**src/rtl/id_ex_stage.sv**
```systemverilog
// ID/EX pipeline register feeding the 32-bit MIPS ALU: stores decoded operands and control,
// decodes ALUctl ahead of the register, and resolves EX/MEM and MEM/WB forwarding on the way out.
module id_ex_stage #(
  parameter int WIDTH    = 32,
  parameter int REG_BITS = 5
) (
  input  logic                clock,
  input  logic                reset,
  input  logic                Stall,
  input  logic                Flush,
  input  logic                InValid,
  input  logic [1:0]          ALUOp,
  input  logic [5:0]          Opcode,
  input  logic [5:0]          Funct,
  input  logic [WIDTH-1:0]    RsData,
  input  logic [WIDTH-1:0]    RtData,
  input  logic [WIDTH-1:0]    SignImm,
  input  logic                ALUSrc,
  input  logic [REG_BITS-1:0] Rs,
  input  logic [REG_BITS-1:0] Rt,
  input  logic [REG_BITS-1:0] Rd,
  input  logic                RegDst,
  input  logic                RegWrite,
  input  logic                ExMemRegWrite,
  input  logic [REG_BITS-1:0] ExMemRd,
  input  logic [WIDTH-1:0]    ExMemResult,
  input  logic                MemWbRegWrite,
  input  logic [REG_BITS-1:0] MemWbRd,
  input  logic [WIDTH-1:0]    MemWbResult,
  output logic [WIDTH-1:0]    A,
  output logic [WIDTH-1:0]    B,
  output logic [3:0]          ALUctl,
  output logic                OutValid,
  output logic [REG_BITS-1:0] WriteReg,
  output logic                OutRegWrite
);

  localparam logic [3:0] CTL_ADD = 4'd2;
  localparam logic [3:0] CTL_SUB = 4'd6;
  localparam logic [3:0] CTL_AND = 4'd0;
  localparam logic [3:0] CTL_OR  = 4'd1;
  localparam logic [3:0] CTL_NOR = 4'd12;
  localparam logic [3:0] CTL_SLT = 4'd7;
  localparam logic [3:0] CTL_NOP = 4'd15;

  typedef struct packed {
    logic                valid;
    logic                regwrite;
    logic                regdst;
    logic                alusrc;
    logic [3:0]          aluctl;
    logic [REG_BITS-1:0] rs;
    logic [REG_BITS-1:0] rt;
    logic [REG_BITS-1:0] rd;
    logic [WIDTH-1:0]    rsdata;
    logic [WIDTH-1:0]    rtdata;
    logic [WIDTH-1:0]    signimm;
  } id_ex_t;

  id_ex_t     q;
  id_ex_t     d;
  logic [3:0] aluctl_dec;

  // NOTE: every combinational output gets a default first so no path can infer a latch.
  always_comb begin
    aluctl_dec = CTL_NOP;
    unique case (ALUOp)
      2'b00: aluctl_dec = CTL_ADD;
      2'b01: aluctl_dec = CTL_SUB;
      2'b10: begin
        case (Funct)
          6'h20:   aluctl_dec = CTL_ADD;
          6'h22:   aluctl_dec = CTL_SUB;
          6'h24:   aluctl_dec = CTL_AND;
          6'h25:   aluctl_dec = CTL_OR;
          6'h27:   aluctl_dec = CTL_NOR;
          6'h2A:   aluctl_dec = CTL_SLT;
          default: aluctl_dec = CTL_NOP;
        endcase
      end
      2'b11: begin
        case (Opcode)
          6'h08:   aluctl_dec = CTL_ADD;
          6'h0C:   aluctl_dec = CTL_AND;
          6'h0D:   aluctl_dec = CTL_OR;
          6'h0A:   aluctl_dec = CTL_SLT;
          default: aluctl_dec = CTL_NOP;
        endcase
      end
      default: aluctl_dec = CTL_NOP;
    endcase
  end

  always_comb begin
    d          = '0;
    d.valid    = InValid;
    d.regwrite = RegWrite & InValid;
    d.regdst   = RegDst;
    d.alusrc   = ALUSrc;
    d.aluctl   = aluctl_dec;
    d.rs       = Rs;
    d.rt       = Rt;
    d.rd       = Rd;
    d.rsdata   = RsData;
    d.rtdata   = RtData;
    d.signimm  = SignImm;
  end

  // NOTE: sequential state uses non-blocking assignments so all flops sample pre-edge values.
  always_ff @(posedge clock) begin
    if (reset || Flush) begin
      q        <= '0;
      q.aluctl <= CTL_NOP;
    end else if (!Stall) begin
      q <= d;
    end
  end

  // Younger EX/MEM result beats MEM/WB; register 0 is hard-wired and never forwarded.
  function automatic logic [WIDTH-1:0] forward(
    input logic [REG_BITS-1:0] src,
    input logic [WIDTH-1:0]    stored,
    input logic                exmem_we,
    input logic [REG_BITS-1:0] exmem_rd,
    input logic [WIDTH-1:0]    exmem_res,
    input logic                memwb_we,
    input logic [REG_BITS-1:0] memwb_rd,
    input logic [WIDTH-1:0]    memwb_res
  );
    if (exmem_we && (exmem_rd != '0) && (exmem_rd == src))
      return exmem_res;
    else if (memwb_we && (memwb_rd != '0) && (memwb_rd == src))
      return memwb_res;
    else
      return stored;
  endfunction

  logic [WIDTH-1:0] rt_fwd;

  always_comb begin
    A      = forward(q.rs, q.rsdata, ExMemRegWrite, ExMemRd, ExMemResult,
                     MemWbRegWrite, MemWbRd, MemWbResult);
    rt_fwd = forward(q.rt, q.rtdata, ExMemRegWrite, ExMemRd, ExMemResult,
                     MemWbRegWrite, MemWbRd, MemWbResult);
    B      = q.alusrc ? q.signimm : rt_fwd;
  end

  assign ALUctl      = q.aluctl;
  assign OutValid    = q.valid;
  assign OutRegWrite = q.regwrite;
  assign WriteReg    = q.regdst ? q.rd : q.rt;

endmodule
```
**config.mk**
```make
export PLATFORM = sky130hd
export DESIGN_NAME = id_ex_stage
export DESIGN_NICKNAME = d
export VERILOG_FILES = /design/src/rtl/id_ex_stage.sv
export SDC_FILE = /design/constraint.sdc
export NUM_CORES = 1
export LEC_CHECK = 0
export CORE_UTILIZATION = 46
export DETAILED_ROUTE_END_ITERATION = 12
export PLACE_DENSITY = 0.88
export SLEW_MARGIN = 10
export SYNTH_ARGS = -nofsm -noshare
export SYNTH_HDL_FRONTEND = slang
export SYNTH_SLANG_ARGS = --single-unit
```
**constraint.sdc**
```tcl
create_clock -name clock -period 6.35 [get_ports clock]
set_clock_uncertainty 0.15 [all_clocks]
set_input_delay 0.9525 -clock clock [delete_from_list [all_inputs] [get_ports clock]]
set_output_delay 0.9525 -clock clock [all_outputs]
set_load 0.05 [all_outputs]
```
Yosys cells after proc, flatten, opt, wreduce, memory -nomap -nowiden
Index checks and enable logic that the tools add are counted.
{"block": "op_classes", "bitwise_logic": 1, "reduce_logical": 10, "n_eq_ne": 17, "mux": 9}
{"operator": "two-way mux 32 bit", "count": 5}
{"operator": "equality test 6 bit, second input constant", "count": 6}
{"operator": "one-hot mux 4 bit (4 select lines)", "count": 2}
{"operator": "equality test 6 x 4 -> 1 bit, second input constant", "count": 4}
{"operator": "one-hot mux 4 bit (6 select lines)", "count": 1}
{"operator": "equality test 5 bit", "count": 4}
{"operator": "nonzero test 5 bit", "count": 2}
{"operator": "logical AND 1 bit", "count": 6}
{"operator": "two-way mux 5 bit", "count": 1}
{"operator": "equality test 2 bit, second input constant", "count": 2}
{"operator": "equality test 2 x 1 -> 1 bit, second input constant", "count": 1}
{"operator": "zero test 2 bit", "count": 1}
{"operator": "AND 1 bit", "count": 1}
{"operator": "logical OR 1 bit", "count": 1}
{"block": "word_totals", "out_inout_bits": 75, "in_bits": 209, "register_bits": 119, "word_cells": 48}

Depth between registers and ports, before layout
Gate-level depths: netlist of run 1.
{"block": "logic_depth", "ltp_word": 6, "mapped_depth": 8, "ltp_nobuf": 5}

Least setup slack after synthesis of run 1
OpenSTA, ideal clock, no wires.
{"block": "synth_path", "kind": "input to output", "from": "in MemWbRd[1]", "to": "out B[10]", "arrival_ns": 3.308, "path_slack_ns": 1.940, "required_time_ns": 5.247, "path_stages": 7, "path_cell_list": "or4_1 -> o21a_1 -> buf_6 -> nand3_2 -> buf_4 -> a221oi_1 -> o31ai_1"}
{"block": "synth_between", "elab_chain_cells": 6, "elab_cells_between_ends": 7, "classes_between": "eq/ne: 1; mux: 3; reduce/logical: 3"}
{"item": "start, declared", "line_no": "28", "text": "input logic [REG_BITS-1:0] MemWbRd,"}
{"item": "nonzero test 5 bit", "line_no": "132", "text": "else if (memwb_we && (memwb_rd != '0) && (memwb_rd == src))"}
{"item": "logical AND 1 bit", "line_no": "132"}
{"item": "logical AND 1 bit *", "line_no": "132"}
{"item": "two-way mux 32 bit *", "line_no": "132"}
{"item": "two-way mux 32 bit *", "line_no": "130", "text": "if (exmem_we && (exmem_rd != '0) && (exmem_rd == src))"}
{"item": "two-way mux 32 bit *", "line_no": "145", "text": "B = q.alusrc ? q.signimm : rt_fwd;"}
{"item": "end, declared", "line_no": "31", "text": "output logic [WIDTH-1:0] B,"}
Mark *: on every way between the ends. The rest lies on a longest branch, timed or not.

Final worst setup path of run 1
{"block": "layout_path", "from": "in MemWbRd[2]", "to": "out A[30]"}
{"block": "layout_between", "elab_chain_cells": 5, "elab_cells_between_ends": 6, "classes_between": "eq/ne: 1; mux: 2; reduce/logical: 3"}
{"item": "nonzero test 5 bit", "line_no": "132"}
{"item": "logical AND 1 bit", "line_no": "132"}
{"item": "logical AND 1 bit *", "line_no": "132"}
{"item": "two-way mux 32 bit *", "line_no": "132"}
{"item": "two-way mux 32 bit *", "line_no": "130"}
{"item": "end, declared", "line_no": "30", "text": "output logic [WIDTH-1:0] A,"}
Marks and branches as above.

==> results of run 1 <==
## kinds of logic after synthesis
kind of cell              Yosys count  synth area share, %
DFF                               119                 37.3
and+or+nand+nor                   276                 18.6
muxes                             150                 23.6
AOI/OAI and AO/OA                 111                 12.2
xor gates and xnor gates           21                 2.88
buffers and inverters              72                 5.46
## layer usage
metal  up-vias  global-route usage, %
met4         0                   11.6
met5         -                      0
met1      3014                   36.6
met2       253                   50.0
met3        38                   6.89
li1       3132                      -
## where the power goes
group,switching (mW),total (mW),internal (mW)
combinational,0.223,0.441,0.218
sequential,0.0185,0.791,0.772
clock,0.345,1.01,0.664
total,0.587,2.24,1.65
## synth_stat cells
master / count
xor2_1: 11
a221oi_1: 32
nor2b_1: 2
nor3_1: 3
buf_6: 5
nand4_1: 2
and3b_1: 1
nand3b_1: 1
o211ai_1: 2
o31ai_1: 32
a22oi_1: 2
mux2_2: 5
clkbuf_1: 38
and3_1: 32
buf_2: 12
nand3_1: 2
buf_4: 7
dfxtp_1: 119
o311ai_0: 1
nor2_1: 182
nor3b_1: 2
or4_1: 3
a21oi_1: 34
xnor2_1: 10
o21ai_0: 5
mux2i_1: 145
o31a_1: 1
a32oi_1: 1
nand2b_1: 3
nor4b_1: 1
nand3_2: 1
inv_1: 2
and4_4: 1
buf_1: 8
or2_2: 1
or3_1: 1
nand2_1: 38
o21a_1: 1
## worst min path at each step
stage	from	depth (start not counted)	end
after CTS	ALUctl[3]	2	ALUctl[3]
final	ALUctl[3]	2	ALUctl[3]
after detailed placement	ALUctl[3]	2	ALUctl[3]
after global routing	ALUctl[3]	2	ALUctl[3]
after global placement	ALUctl[3]	2	ALUctl[3]
after floorplan	ALUctl[3]	2	ALUctl[3]
## state kept, by name (all words and copies together), names as in the netlist
name,count
ALUctl,4
q,113
OutRegWrite,1
OutValid,1
## cell type report
type | count | share of cell area (%)
clock inverter | 13 | 1.84
multi-input combinational | 558 | 37.8
inverter | 2 | 0.0772
tap | 176 | 2.26
timing repair buffer | 292 | 29.0
sequential | 119 | 24.5
clock buffer | 19 | 4.55
## critical path, stage by stage
cell             delay (ns)
clkdlybuf4s50_1        0.55
or4_1                  0.14
o21a_1                 0.62
and4_4                 0.85
mux2i_1                0.19
a21oi_1                0.20
clkdlybuf4s50_1        0.83
## metrics by stage
stage	hold slack [ns]	total power [mW]	setup WS, ns	cells	utilization, %
floorplan	0.294	1.03	1.94	749	-
global placement	0.304	1.24	1.02	1147	68.0
detailed placement	0.309	1.24	0.917	1147	68.0
CTS	0.321	2.25	0.915	1179	72.6
global route	0.352	2.31	0.711	1179	72.6
finish	0.321	2.24	0.916	1179	72.6
## placed cells by master, fill, tap and decap left out, types with 17 or more instances in the layout
| cell type | synthesis | layout |
|---|---|---|
| a21oi_1 | 34 | 34 |
| buf_4 | 7 | 42 |
| clkdlybuf4s50_1 | 0 | 249 |
| o31ai_1 | 32 | 32 |
| nand2_1 | 38 | 38 |
| and3_1 | 32 | 32 |
| mux2i_1 | 145 | 145 |
| nor2_1 | 182 | 181 |
| a221oi_1 | 32 | 32 |
| dfxtp_1 | 119 | 118 |
| clkbuf_16 | 0 | 17 |
==> metrics, run 1 <==
outcome=finished clean; Worst Setup SP=MemWbRd[2]; Syn Inst Count=749; finished layout cell area=9730 µm²; share of cells above drive strength 1=8.67%; worst endpoint data arrival time=4.33 ns; register area share after synthesis=37.3%; top post-synthesis cells by area=dfxtp_1 (37%), mux2i_1 (23%), nor2_1 (11%), a221oi_1 (4.4%), o31ai_1 (3.8%); met1 wire length=9.07 mm; DRC=0; met2 WL post-DR=10.5 mm; Period Utilization, post-route=85.6%; CTS tree=done; largest area contributor in the netlist=dfxtp_1; total gr overflow=0; relative slew slack=37.2%; #FFs+latches synth=119; CTS buffer count=17; Post-Syn Area=6390 µm²; syn avg cell area=8.54 µm²; Die Span Y=120 µm; clk_lat worst skew=0.41 ns; synth-to-layout area growth=52.2%; max-cap violations=0; number of port buffers=283; Final Hold Fails=0; post-route minimum period=5.43 ns; vias per inst=5.46; drt wl/cell=18.2 µm; WL final=21.4 mm; clock sinks=119; Reg clk slew, reported paths=0.05 ns; H-tree Lvls=4; First-pass DRT Iterations=5; synth unique cells=38; Worst EP required=5.25 ns; cts repair resizes=0; CTS root buf=clkbuf_16; fmax=0.184 GHz; RR Endpoint=q[115]; Clock Tree Buf Depth=2; Initial DRC Count=463; nets=1199; R2R depth=2; routability cong.=0.880; die area=14400 µm²; DR WL met3=1.34 mm; Detail Route Antenna Nets=0; IO Count=284; sequential standard cell area=2380 µm²; uppermost layer routed=met4; CP startpoint kind=primary input; crit path capture=A[30]; largest net degree at the start of global routing=77; fillers=1013; initial antenna violation count=0; DR vias=6437; Hold WC Path Type=reg2reg; Die X=120 µm; RSZ-0062 raised after global routing=false; multi-input logic area=3680 µm²; vias in the first global route=6210; core box area=13400 µm²; PwrDens=230 nW/µm²; post-route setup TNS=0 ns; r2r startpoint=q[115]; Max FO, Critical Path=32; Yosys top cell area share=37.3%; Critical Setup Path Class=in2out; # diodes=0; VDD IR max=0.177 mV; R2R setup slack=5.13 ns; Leak=4.03 nW; Placed Area=9110 µm²; Final Slew Violations=0; row count=42; Synth Net Count=958; DP Wirelength=15.1 mm; synth warn=0; Hold-fix buffers, CTS=0; Slew @ Worst Pin=0.942 ns; setup repair bufs after CTS=0; critical path capture point type=primary output; Initial Util=47.7%; Tot GR Track Use=29.7%; first-pass GRT wire length=33.0 mm; final setup vio count=0
(Power assumes the default switching activity.)
==> run 2, diff against run 1 <==
- CTS_CLUSTER_DIAMETER: unset -> 150
==> results of run 2 <==
No change in the layout: final DEF, timing and power equal those of run 1.
